[config.mk]
export PLATFORM = sky130hd
export DESIGN_NAME = hazard_scoreboard_unit
export DESIGN_NICKNAME = d
export VERILOG_FILES = /design/src/rtl/hazard_scoreboard_unit.sv
export SDC_FILE = /design/constraint.sdc
export NUM_CORES = 1
export LEC_CHECK = 0
export ABC_CLOCK_PERIOD_IN_PS = 2700
export CORE_MARGIN = 4
export CORE_UTILIZATION = 25
export CTS_CLUSTER_DIAMETER = 30
export DETAILED_ROUTE_END_ITERATION = 10
export GPL_ROUTABILITY_DRIVEN = 0
export SLEW_MARGIN = 20
export SYNTH_ARGS = -nofsm -noshare
export SYNTH_HDL_FRONTEND = slang
export SYNTH_SLANG_ARGS = --single-unit
[constraint.sdc]
create_clock -name clk -period 2.7 [get_ports clk]
set_clock_uncertainty 0.2 [all_clocks]
set_input_delay 0.54 -clock clk [delete_from_list [all_inputs] [get_ports clk]]
set_output_delay 0.54 -clock clk [all_outputs]
set_load 0.05 [all_outputs]
[src/rtl/hazard_scoreboard_unit.sv]
// Pipeline hazard controller for the 5-stage RV core.
// Handles load-use, early-branch operand and data-memory-wait hazards.
// A registered scoreboard tracks the destinations of in-flight mul/div ops.
module hazard_scoreboard_unit #(
  parameter int NUM_REGS        = 32,
  parameter int REG_AW          = 5,
  parameter int MAX_MD_INFLIGHT = 2,
  parameter int CNT_W           = 3
) (
  input  logic                clk,
  input  logic                reset,
  input  logic [REG_AW-1:0]   d_rs1,
  input  logic [REG_AW-1:0]   d_rs2,
  input  logic [REG_AW-1:0]   d_rd,
  input  logic                d_use_rs1,
  input  logic                d_use_rs2,
  input  logic                d_we,
  input  logic                d_need_rs_early,
  input  logic                d_is_md,
  input  logic [REG_AW-1:0]   e_rs1,
  input  logic [REG_AW-1:0]   e_rs2,
  input  logic [REG_AW-1:0]   e_rd,
  input  logic                e_we,
  input  logic                e_load,
  input  logic                e_md_issue,
  input  logic [REG_AW-1:0]   m_rd,
  input  logic                m_we,
  input  logic                m_load,
  input  logic [REG_AW-1:0]   w_rd,
  input  logic                w_we,
  input  logic                md_done,
  input  logic [REG_AW-1:0]   md_rd,
  input  logic                dmem_stall,
  input  logic                bj_taken,
  output logic                stall_fetch,
  output logic                stall_decode,
  output logic                flush_decode,
  output logic                stall_execute,
  output logic                flush_execute,
  output logic                stall_memory,
  output logic                flush_memory,
  output logic                flush_writeback,
  output logic [1:0]          fwd_rs1_d,
  output logic [1:0]          fwd_rs2_d,
  output logic [1:0]          fwd_rs1_e,
  output logic [1:0]          fwd_rs2_e,
  output logic [CNT_W-1:0]    md_inflight,
  output logic [NUM_REGS-1:0] sb_pending
);

  localparam int REG_SPAN = 2 ** REG_AW;

  logic [NUM_REGS-1:0] sb_pending_q, sb_pending_d;
  logic [CNT_W-1:0]    md_inflight_q, md_inflight_d;
  logic [REG_SPAN-1:0] pend_ext;
  logic                d_v1, d_v2;
  logic                ld_stall, br_stall, sb_stall, md_full_stall;
  logic                issue_acc, md_dec;

  // Priority: memory stage result, then MD completion, then writeback, else RF.
  function automatic logic [1:0] fwd_sel(
    input logic              valid,
    input logic [REG_AW-1:0] rs,
    input logic [REG_AW-1:0] m_rd_i,
    input logic              m_we_i,
    input logic [REG_AW-1:0] md_rd_i,
    input logic              md_done_i,
    input logic [REG_AW-1:0] w_rd_i,
    input logic              w_we_i
  );
    if (valid && m_we_i && rs == m_rd_i)          return 2'b10;
    else if (valid && md_done_i && rs == md_rd_i) return 2'b11;
    else if (valid && w_we_i && rs == w_rd_i)     return 2'b01;
    else                                          return 2'b00;
  endfunction

  // Zero-extend the scoreboard so any REG_AW-wide address can index it.
  always_comb begin
    pend_ext                 = '0;
    pend_ext[NUM_REGS-1:0]   = sb_pending_q;
  end

  // Hazard detection, stall/flush generation and forward selects.
  always_comb begin
    d_v1 = d_use_rs1 && (d_rs1 != '0);
    d_v2 = d_use_rs2 && (d_rs2 != '0);

    ld_stall = e_load && (e_rd != '0) &&
               ((d_v1 && d_rs1 == e_rd) || (d_v2 && d_rs2 == e_rd));

    br_stall = d_need_rs_early &&
               ((d_v1 && ((e_we && d_rs1 == e_rd) || (m_load && d_rs1 == m_rd))) ||
                (d_v2 && ((e_we && d_rs2 == e_rd) || (m_load && d_rs2 == m_rd))));

    // A completing MD op resolves its own RAW hazard via the 11 forward path.
    sb_stall = (d_v1 && pend_ext[d_rs1] && !(md_done && md_rd == d_rs1)) ||
               (d_v2 && pend_ext[d_rs2] && !(md_done && md_rd == d_rs2)) ||
               (d_we && (d_rd != '0) && pend_ext[d_rd]);

    md_full_stall = d_is_md && (md_inflight_q == CNT_W'(MAX_MD_INFLIGHT)) && !md_done;

    stall_execute   = dmem_stall;
    stall_memory    = dmem_stall;
    stall_decode    = ld_stall | br_stall | sb_stall | md_full_stall | dmem_stall;
    stall_fetch     = stall_decode;
    flush_decode    = bj_taken & ~stall_decode;
    flush_execute   = stall_decode & ~dmem_stall;
    flush_memory    = 1'b0;
    flush_writeback = dmem_stall;

    fwd_rs1_d = fwd_sel(d_v1, d_rs1, m_rd, m_we, md_rd, md_done, w_rd, w_we);
    fwd_rs2_d = fwd_sel(d_v2, d_rs2, m_rd, m_we, md_rd, md_done, w_rd, w_we);
    fwd_rs1_e = fwd_sel(e_rs1 != '0, e_rs1, m_rd, m_we, md_rd, md_done, w_rd, w_we);
    fwd_rs2_e = fwd_sel(e_rs2 != '0, e_rs2, m_rd, m_we, md_rd, md_done, w_rd, w_we);
  end

  // Scoreboard and outstanding-count next state; a same-cycle set beats the clear.
  always_comb begin
    issue_acc    = e_md_issue && !dmem_stall;
    md_dec       = md_done && (md_inflight_q != '0);
    sb_pending_d = sb_pending_q;
    for (int i = 1; i < NUM_REGS; i++) begin
      if (md_done && md_rd == REG_AW'(i))   sb_pending_d[i] = 1'b0;
      if (issue_acc && e_rd == REG_AW'(i))  sb_pending_d[i] = 1'b1;
    end
    sb_pending_d[0] = 1'b0;

    md_inflight_d = md_inflight_q;
    if (issue_acc && !md_dec)      md_inflight_d = md_inflight_q + 1'b1;
    else if (md_dec && !issue_acc) md_inflight_d = md_inflight_q - 1'b1;
  end

  // State registers, cleared asynchronously.
  always_ff @(posedge clk or negedge reset) begin
    if (!reset) begin
      sb_pending_q  <= '0;
      md_inflight_q <= '0;
    end else begin
      sb_pending_q  <= sb_pending_d;
      md_inflight_q <= md_inflight_d;
    end
  end

  assign sb_pending  = sb_pending_q;
  assign md_inflight = md_inflight_q;

endmodule

==> key figures, run 1 <==
CTS
  • Cts hold-fix bufs: 0
  • Clk pin slew, worst setup/hold paths: 0.05 ns
  • Skew-Pair Late Insertion Delay: 0.28 ns
  • Root buf cell: clkbuf_16
  • CTS H-tree depth: 2
  • CTS tree: yes
  • Clock Sinks: 34
  • CTS Buf Count: 5
  • Max Root-Sink Buffers: 2

GRT
  • Largest net degree at the start of global routing: 35
  • Initial antenna violation count: 0
  • Vias in the first global route: 4309
  • First-pass GRT wire length: 23600 um
  • Total GRT Usage: 0.186
  • Grt ovf: 0

Floorplanning
  • I/O pin cnt: 112
  • Core Box Area: 13800 um2
  • Starting density of the core: 0.253
  • Die area: 16000 um2
  • Die H: 126 um
  • Cell row count: 43
  • Die X: 126 um

STA
  • Fmax: 323 MHz
  • Worst-Margin Slew: 0.531 ns
  • Min Clock Period, post-route: 3.10 ns
  • Finish-stage setup viols: 7
  • Final hold vios: 0
  • Setup slack after layout: -0.398 ns
  • Slew HR: 0.645
  • RSZ-0062 raised after global routing: true
  • Slew Limit Fails: 0
  • Final critical-path share of the clock period: 1.15

Route
  • Via-to-Cell Ratio: 5.21
  • Residual DRC: 0
  • Via count: 4209
  • Drt wl/cell: 19.3 um
  • Drt total wl: 15600 um
  • Routed Antenna Nets: 0
  • DRT Pass-1 Iters: 5
  • DRT iter0 DRCs: 314

Power
  • Pwr dens: 497 nW/um2
  • Power, Total: 3.13 mW
  • Leak pwr: 2.66 nW
  • Maximum vdd drop: 0.409 mV

Critical path
  • CP Max Fanout: 4
  • CP endpoint kind: primary output
  • Startpoint types: primary input
  • Setup CP Type: in -> out
  • Worst EP required: 1.96 ns
  • Worst path arrival time: 2.36 ns

Logic synthesis
  • Avg Inst Size Synth: 8.65 um2
  • Post-synth EDFFs: 0
  • Yosys top cell area share: 0.243
  • Post-synthesis async set-or-reset flop share: 1.00
  • Netlist cell types: 55
  • Synthesized area: 3500 um2
  • Post-synth top cells: o21ai_0, xor2_1, xnor2_1, dfrtp_1, mux2i_1
  • Most frequent cell after synthesis: o21ai_0
  • Synth warnings: 0
  • Area contributors post-synth: dfrtp_1, xor2_1, o21ai_0
  • Post-Syn Instances: 405
  • #FFs+latches synth: 34
  • Post-synthesis sequential area ratio: 0.243
  • Most common flop cell mapped by yosys: dfrtp_1
  • Area leader, netlist: dfrtp_1

Placed design
  • Number of port buffers: 109
  • DP Worst Slack: -1.06 ns
  • Placed wire-length estimate: 12300 um

Finish
  • Share of layout cells above drive strength 1: 0.382
  • Area grow syn2layout: 79.8%
  • Fin util: 0.456
  • Final #Nets: 690
  • # fillers: 1322
  • Ant diodes: 0

Hold path
  • Hold crit path type: reg -> reg

Run status
  • Failing checks: negative setup slack
  • Outcome: finished, violations left

Run
  • # Max-Cap Violations: 0
[cells by family (layout without fill, tap and decap cells)]
kind of cell	Yosys count	after routing	share of synthesized area
other	1	2	0.00107
xor gates and xnor gates	73	73	0.182
buffers and inverters	42	264	0.0585
muxes	35	35	0.149
adders and majority gates	2	2	0.00928
AOI/OAI and AO/OA	92	92	0.152
and+or+nand+nor	126	126	0.205
DFF	34	34	0.243
[layout by cell type (no fill, tap or decap), drive strengths merged, types with 2 or more instances in the layout]
master,count
or4,5
conb,2
o31ai,2
nor2,18
mux2,3
buf,166
a311oi,3
clkdlybuf4s15,8
dlymetal6s2s,2
xor2,38
o211ai,2
nor2b,8
clkdlybuf4s50,49
dfrtp,34
nand4b,5
inv,8
nand2b,14
xnor2,35
o311ai,2
mux2i,19
a21oi,2
nand3,17
nand2,17
or2,6
mux4,13
a31oi,4
clkbuf,11
and3,2
nand4,10
dlygate4sd2,18
nand3b,3
o21ai,72
nor4,15
[worst max-delay path: stages]
cell and delay, ns:
buf_4 0.13, buf_4 0.15, or4_1 0.53, o21ai_1 0.18
a31oi_1 0.10, o311ai_4 0.09, o2111a_2 0.26, and4_4 0.23
buf_12 0.13
[metal layers]
metal	track usage	up-vias	routed length, um
met5	0	-	0
met2	0.337	220	7900
met3	0.0320	38	1200
met4	0.0492	0	444
met1	0.226	2042	6030
li1	-	1909	-
[final cells by class]
class,instances,area (um2),share of cell area
well taps,180,225,0.0357
clock buffers,7,143,0.0226
multi-input cells,330,2720,0.432
inverters,8,30.0,0.00476
flip-flops and latches,34,851,0.135
repair buffers,248,2330,0.369
clock inverters,1,5.00,0.000794
[through the flow]
step / area [um2] / setup TNS, ns / instances / hold WS, ns
after floorplan: 3580 / -3.56 / 406 / 0.0444
after CTS: 6140 / -2.30 / 801 / 0.345
final: 6300 / -2.00 / 808 / 0.346
after global routing: 6300 / -2.71 / 808 / 0.353
after detailed placement: 5670 / -7.61 / 777 / 0.337
after global placement: 5670 / -7.44 / 777 / 0.320
[repair_timing]
item / in CTS / in global routing
endpoints found under the setup margin: 12 / 12
setup buffers: 16 / 7
gates resized for setup: 153 / 38
pin swaps: 40 / 31
gates cloned: 1 / 0
[power by group]
| group | internal [mW] | switching [mW] | total (mW) |
|---|---|---|---|
| registers | 0.622 | 0.119 | 0.741 |
| clock network | 0.365 | 0.203 | 0.568 |
| logic | 0.796 | 1.03 | 1.83 |
| total | 1.78 | 1.35 | 3.13 |
[worst paths after layout]
check                      slack, ns  cells past startpoint                          to                        from
max                            -0.40                      9                flush_decode                     d_rd[1]
min                             0.35                      1  md_inflight[2]$_DFFE_PN0P_  md_inflight[2]$_DFFE_PN0P_
max reg2reg                     0.62                      7  md_inflight[2]$_DFFE_PN0P_  md_inflight[0]$_DFFE_PN0P_
min reg2reg                     0.35                      1  md_inflight[2]$_DFFE_PN0P_  md_inflight[2]$_DFFE_PN0P_
max in group asynchronous       1.50                      2  sb_pending[16]$_DFFE_PN0P_                       reset
min in group asynchronous       0.47                      2  sb_pending[12]$_DFFE_PN0P_                       reset
[state kept, by name, indices dropped and copies added (netlist names)]
register / flops
md_inflight: 3
sb_pending: 31
Note: power is estimated with default switching activity, not from simulation.
==> run 2: changes to the inputs <==
--- a/config.mk
+++ b/config.mk
@@ -6,7 +6,7 @@
 export NUM_CORES = 1
 export LEC_CHECK = 0
 export ABC_CLOCK_PERIOD_IN_PS = 2700
-export CORE_MARGIN = 4
+export CORE_MARGIN = 1.5
 export CORE_UTILIZATION = 25
 export CTS_CLUSTER_DIAMETER = 30
 export DETAILED_ROUTE_END_ITERATION = 10
==> key figures, run 2 (synthesis results as in run 1) <==
Floorplanning
  • Cell row count: 43 (unchanged)
  • Core Box Area: 13800 um2 (-0.39%)
  • Die area: 14700 um2 (-7.8%)
  • Starting density of the core: 0.254 (+0.000990)
  • Die H: 121 um (-4.0%)
  • I/O pin cnt: 112 (unchanged)
  • Die X: 121 um (-4.0%)

CTS
  • Max Root-Sink Buffers: 2 (unchanged)
  • Clk pin slew, worst setup/hold paths: 0.05 ns (about the same)
  • CTS H-tree depth: 2 (unchanged)
  • Cts hold-fix bufs: 0 (unchanged)
  • CTS tree: yes
  • Clock Sinks: 34 (unchanged)
  • Root buf cell: clkbuf_16
  • Skew-Pair Late Insertion Delay: 0.28 ns (about the same)
  • CTS Buf Count: 5 (unchanged)

STA
  • Fmax: 321 MHz (-0.62%)
  • Setup slack after layout: -0.417 ns (-0.0194 ns)
  • Worst-Margin Slew: 0.534 ns (+0.00345 ns)
  • Final hold vios: 0 (unchanged)
  • Hold_ws: 0.336 ns (-0.00976 ns)
  • Setup TNS: -2.13 ns (-0.122 ns)
  • Min Clock Period, post-route: 3.12 ns (+0.0194 ns)
  • Slew Limit Fails: 0 (unchanged)
  • Final critical-path share of the clock period: 1.15 (+0.00718)
  • Slew HR: 0.643 (-0.00231)
  • RSZ-0062 raised after global routing: true
  • Finish-stage setup viols: 8 (+1)

Run
  • # Max-Cap Violations: 0 (unchanged)

Finish
  • Final #Nets: 692 (+0.29%)
  • Area grow syn2layout: 82.2%
  • Ant diodes: 0 (unchanged)
  • Share of layout cells above drive strength 1: 0.416 (+0.0337)
  • Finished Layout Cells: 810 (+0.25%)
  • Most frequent cells in the layout: buf_4, o21ai_0, clkdlybuf4s50_1
  • Largest register FFs: 31 (unchanged)
  • Commonest non-fill, non-tap cell in the layout: buf_4

GRT
  • Initial antenna violation count: 0 (unchanged)
  • Total GRT Usage: 0.216 (+0.0309)
  • Grt ovf: 0 (unchanged)
  • Largest net degree at the start of global routing: 35 (unchanged)
  • Vias in the first global route: 4439 (+3.0%)
  • First-pass GRT wire length: 24300 um (+2.7%)

Route
  • DRT Pass-1 Iters: 5 (unchanged)
  • Via-to-Cell Ratio: 5.17 (-0.74%)
  • Via count: 4188 (-0.50%)
  • Drt wl/cell: 19.6 um (+1.7%)
  • Drt total wl: 15900 um (+2.0%)
  • Residual DRC: 0 (unchanged)
  • Routed Antenna Nets: 0 (unchanged)
  • DRT iter0 DRCs: 270 (-14%)

Critical path
  • CP Max Fanout: 3 (-1)
  • CP endpoint kind: primary output
  • Worst EP required: 1.96 ns (about the same)
  • Worst path arrival time: 2.38 ns (+0.02 ns)
  • Setup CP Type: in -> out
  • Startpoint types: primary input

Run status
  • Outcome: finished, violations left
  • Failing checks: negative setup slack

Placed design
  • DP Worst Slack: -0.990 ns (+0.0713 ns)
  • DP Cell Count: 777 (unchanged)
  • Placed wire-length estimate: 12000 um (-2.2%)
  • Number of port buffers: 109 (unchanged)

Power
  • Maximum vdd drop: 0.531 mV (+30%)
  • Leak pwr: 2.74 nW (+2.9%)
  • Pwr dens: 494 nW/um2 (-0.57%)

Hold path
  • Hold crit path type: reg -> reg
run 2: stage by stage:
step            util  power [mW]  cell area (um2)
2_1_floorplan      -        1.67             3580
3_3_place_gp   0.412        2.44             5670
3_5_place_dp   0.412        2.47             5670
4_1_cts        0.450        3.10             6200
5_1_grt        0.464        3.29             6390
6_report       0.464        3.16             6390
run 2: layout make-up:
class | instances | area, um2
fillers | 1319 | 7390
multi-input cells | 330 | 2820
repair buffers | 250 | 2310
flip-flops and latches | 34 | 851
well taps | 180 | 225
clock buffers | 7 | 143
inverters | 8 | 30.0
clock inverters | 1 | 5.00
run 2: critical path, cell delays in order:
cell      delay [ns]
buf_8           0.10
buf_6           0.10
or4_4           0.55
o21ai_4         0.20
nor4_4          0.08
o211ai_2        0.17
o2111a_2        0.26
and4_4          0.24
buf_12          0.13
run 2: path summary, 6_finish.rpt:
kind,start,endpoint,slack (ns),cells after the start
min in group asynchronous,reset,sb_pending[13]$_DFFE_PN0P_,0.47,2
min reg2reg,md_inflight[2]$_DFFE_PN0P_,md_inflight[2]$_DFFE_PN0P_,0.34,1
max reg2reg,md_inflight[0]$_DFFE_PN0P_,md_inflight[2]$_DFFE_PN0P_,0.61,7
max in group asynchronous,reset,sb_pending[19]$_DFFE_PN0P_,1.51,2
max,d_rs1[1],flush_decode,-0.42,9
min,md_inflight[2]$_DFFE_PN0P_,md_inflight[2]$_DFFE_PN0P_,0.34,1
run 2: repair_timing:
action	in CTS	in global routing
resized for setup	148	69
setup buffers	18	8
cloned	1	0
endpoints found under the hold margin	0	0
setup endpoints to repair	12	12
pin swaps	38	41
run 2: report_power, final:
| group | total, mW | internal, mW | switching [mW] |
|---|---|---|---|
| clock network | 0.577 | 0.366 | 0.212 |
| registers | 0.741 | 0.621 | 0.120 |
| logic | 1.84 | 0.801 | 1.04 |
run 2: metal layers:
| layer | part of all wire | vias up | track usage |
|---|---|---|---|
| li1 | - | 1912 | - |
| met1 | 0.40 | 2018 | 0.262 |
| met4 | 0.039 | 0 | 0.0949 |
| met2 | 0.50 | 215 | 0.378 |
| met3 | 0.067 | 43 | 0.0338 |
| met5 | 0 | - | 0 |
==> run 3: changes to the inputs <==
--- a/config.mk
+++ b/config.mk
@@ -5,13 +5,13 @@
 export SDC_FILE = /design/constraint.sdc
 export NUM_CORES = 1
 export LEC_CHECK = 0
-export ABC_CLOCK_PERIOD_IN_PS = 2700
 export CORE_MARGIN = 1.5
 export CORE_UTILIZATION = 25
 export CTS_CLUSTER_DIAMETER = 30
 export DETAILED_ROUTE_END_ITERATION = 10
 export GPL_ROUTABILITY_DRIVEN = 0
-export SLEW_MARGIN = 20
+export MAX_ROUTING_LAYER = met4
+export SLEW_MARGIN = 10
 export SYNTH_ARGS = -nofsm -noshare
 export SYNTH_HDL_FRONTEND = slang
 export SYNTH_SLANG_ARGS = --single-unit
==> key figures, run 3 (synthesis results as in run 1) <==
Run status
  • Outcome: finished, violations left
  • Failing checks: negative setup slack

Critical path
  • CP max-delay cell: or4_4
  • Setup CP Type: in -> out
  • Worst path arrival time: 2.38 ns (about the same)
  • Worst Reg2Reg Path Length in Cells: 7 (unchanged)
  • RR Startpoint: md_inflight[0]$_DFFE_PN0P_
  • Worst EP required: 1.96 ns (about the same)
  • Critical-path cell list: buf_8 > buf_6 > or4_4 > o21ai_4 > nor4_4 > o211ai_2 > o2111a_2 > and4_4 > buf_12
  • Critical path's top delay family: simple AND/OR/NAND/NOR gates
  • CP endpoint kind: primary output
  • Startpoint types: primary input
  • Reg2reg end: md_inflight[2]$_DFFE_PN0P_
  • FF-to-FF setup slack: 0.61 ns (about the same)
  • Crit path buffers/inverters: 3 (unchanged)
  • CP Max Fanout: 3 (unchanged)
  • Max incr delay on CP: 0.55 ns (about the same)

Finish
  • Commonest non-fill, non-tap cell in the layout: buf_4
  • Area grow syn2layout: 82.2% (unchanged)
  • Largest register FFs: 31 (unchanged)
  • Ant diodes: 0 (unchanged)
  • Share of layout cells above drive strength 1: 0.416 (unchanged)
  • Most frequent cells in the layout: buf_4, o21ai_0, clkdlybuf4s50_1
  • Fin util: 0.464 (unchanged)
  • Final #Nets: 692 (unchanged)

GRT
  • Initial antenna violation count: 0 (unchanged)
  • Grt ovf: 0 (unchanged)
  • Largest net degree at the start of global routing: 35 (unchanged)
  • Total GRT Usage: 0.223 (+0.00614)
  • Vias in the first global route: 4434 (-0.11%)
  • First-pass GRT wire length: 24200 um (about the same)

STA
  • Final hold vios: 0 (unchanged)
  • Fmax: 321 MHz (about the same)
  • Final critical-path share of the clock period: 1.15 (about the same)
  • Finish-stage setup viols: 8 (unchanged)
  • Slew HR: 0.643 (about the same)
  • Setup slack after layout: -0.417 ns (+0.000182 ns)
  • RSZ-0062 raised after global routing: true
  • Worst-Margin Slew: 0.534 ns (+0.000383 ns)
  • Min Clock Period, post-route: 3.12 ns (-0.000182 ns)
  • Slew Limit Fails: 0 (unchanged)

Power
  • Maximum vdd drop: 0.530 mV (-0.29%)
  • Pwr dens: 495 nW/um2 (about the same)
  • Leak pwr: 2.74 nW (unchanged)

Floorplanning
  • Cell row count: 43 (unchanged)
  • Starting density of the core: 0.254 (unchanged)
  • Die H: 121 um (unchanged)
  • Die area: 14700 um2 (unchanged)
  • Die X: 121 um (unchanged)
  • Core Box Area: 13800 um2 (unchanged)
  • I/O pin cnt: 112 (unchanged)

CTS
  • CTS Buf Count: 5 (unchanged)
  • CTS H-tree depth: 2 (unchanged)
  • Clk pin slew, worst setup/hold paths: 0.05 ns (about the same)
  • Clock Sinks: 34 (unchanged)
  • Max Root-Sink Buffers: 2 (unchanged)
  • CTS tree: yes
  • Skew-Pair Late Insertion Delay: 0.28 ns (about the same)
  • Root buf cell: clkbuf_16

Route
  • Via count: 4227 (+0.93%)
  • DRT Pass-1 Iters: 6 (+1)
  • Residual DRC: 0 (unchanged)
  • DRT iter0 DRCs: 249 (-7.8%)
  • Drt total wl: 16000 um (+0.84%)
  • Via-to-Cell Ratio: 5.22 (+0.93%)
  • Drt wl/cell: 19.8 um (+0.84%)
  • Routed Antenna Nets: 0 (unchanged)

Hold path
  • Hold Crit Endpoint: md_inflight[2]$_DFFE_PN0P_
  • Hold crit path type: reg -> reg
  • Hold Crit Start: md_inflight[2]$_DFFE_PN0P_
  • Hold Path Stages: 1 (unchanged)

Run
  • # Max-Cap Violations: 0 (unchanged)

Placed design
  • DP Worst Slack: -0.990 ns (unchanged)
  • Number of port buffers: 109 (unchanged)
  • Placed wire-length estimate: 12000 um (unchanged)
## run 3: cell counts in the layout (fill, tap and decap cells not counted)
Identical to the previous run, type by type.
## run 3: report_power, final
part / switching, mW / total (mW) / internal (mW)
Clock: 0.211 / 0.577 / 0.366
Sequential: 0.121 / 0.742 / 0.621
Combinational: 1.04 / 1.84 / 0.801
## run 3: area by class of cell
cell class / count / area, um2
clock buffers: 7 / 143
clock inverters: 1 / 5.00
fillers: 1319 / 7390
inverters: 8 / 30.0
multi-input cells: 330 / 2820
flip-flops and latches: 34 / 851
well taps: 180 / 225
repair buffers: 250 / 2310
## run 3: how the worst max path moves through the flow
stage / startpoint / end / slack (ns) / depth (start not counted)
after global routing: d_rs1[1] / stall_fetch / -0.46 / 9
final: d_rs1[1] / flush_decode / -0.42 / 9
after global placement: d_rd[0] / flush_decode / -0.96 / 8
after floorplan: d_rs2[4] / stall_fetch / -0.77 / 8
after CTS: d_rs1[1] / flush_decode / -0.41 / 9
after detailed placement: d_rd[0] / flush_decode / -0.99 / 8
## run 3: per-layer routing
| metal | share of wire | up-vias | GRT usage |
|---|---|---|---|
| li1 | - | 1917 | - |
| met5 | 0 | - | - |
| met3 | 0.076 | 43 | 0.0296 |
| met1 | 0.39 | 2033 | 0.265 |
| met2 | 0.49 | 234 | 0.377 |
| met4 | 0.038 | 0 | 0.0949 |
## run 3: what timing repair did
action	4_1_cts	5_1_grt
hold buffers	0	0
hold endpoints to repair	0	0
buffers inserted	18	8
cloned	1	0
setup endpoints to repair	12	12
gates resized for setup	148	69
pin swaps	38	41
## run 3: stage by stage
| step | total power [mW] | instances | area, um2 | hold WS [ns] | setup TNS, ns |
|---|---|---|---|---|---|
| floorplan | 1.67 | 406 | 3580 | 0.0444 | -3.56 |
| global placement | 2.44 | 777 | 5670 | 0.320 | -7.16 |
| detailed placement | 2.47 | 777 | 5670 | 0.326 | -7.35 |
| CTS | 3.10 | 803 | 6200 | 0.336 | -2.30 |
| global route | 3.29 | 810 | 6390 | 0.368 | -2.68 |
| finish | 3.16 | 810 | 6390 | 0.336 | -2.14 |
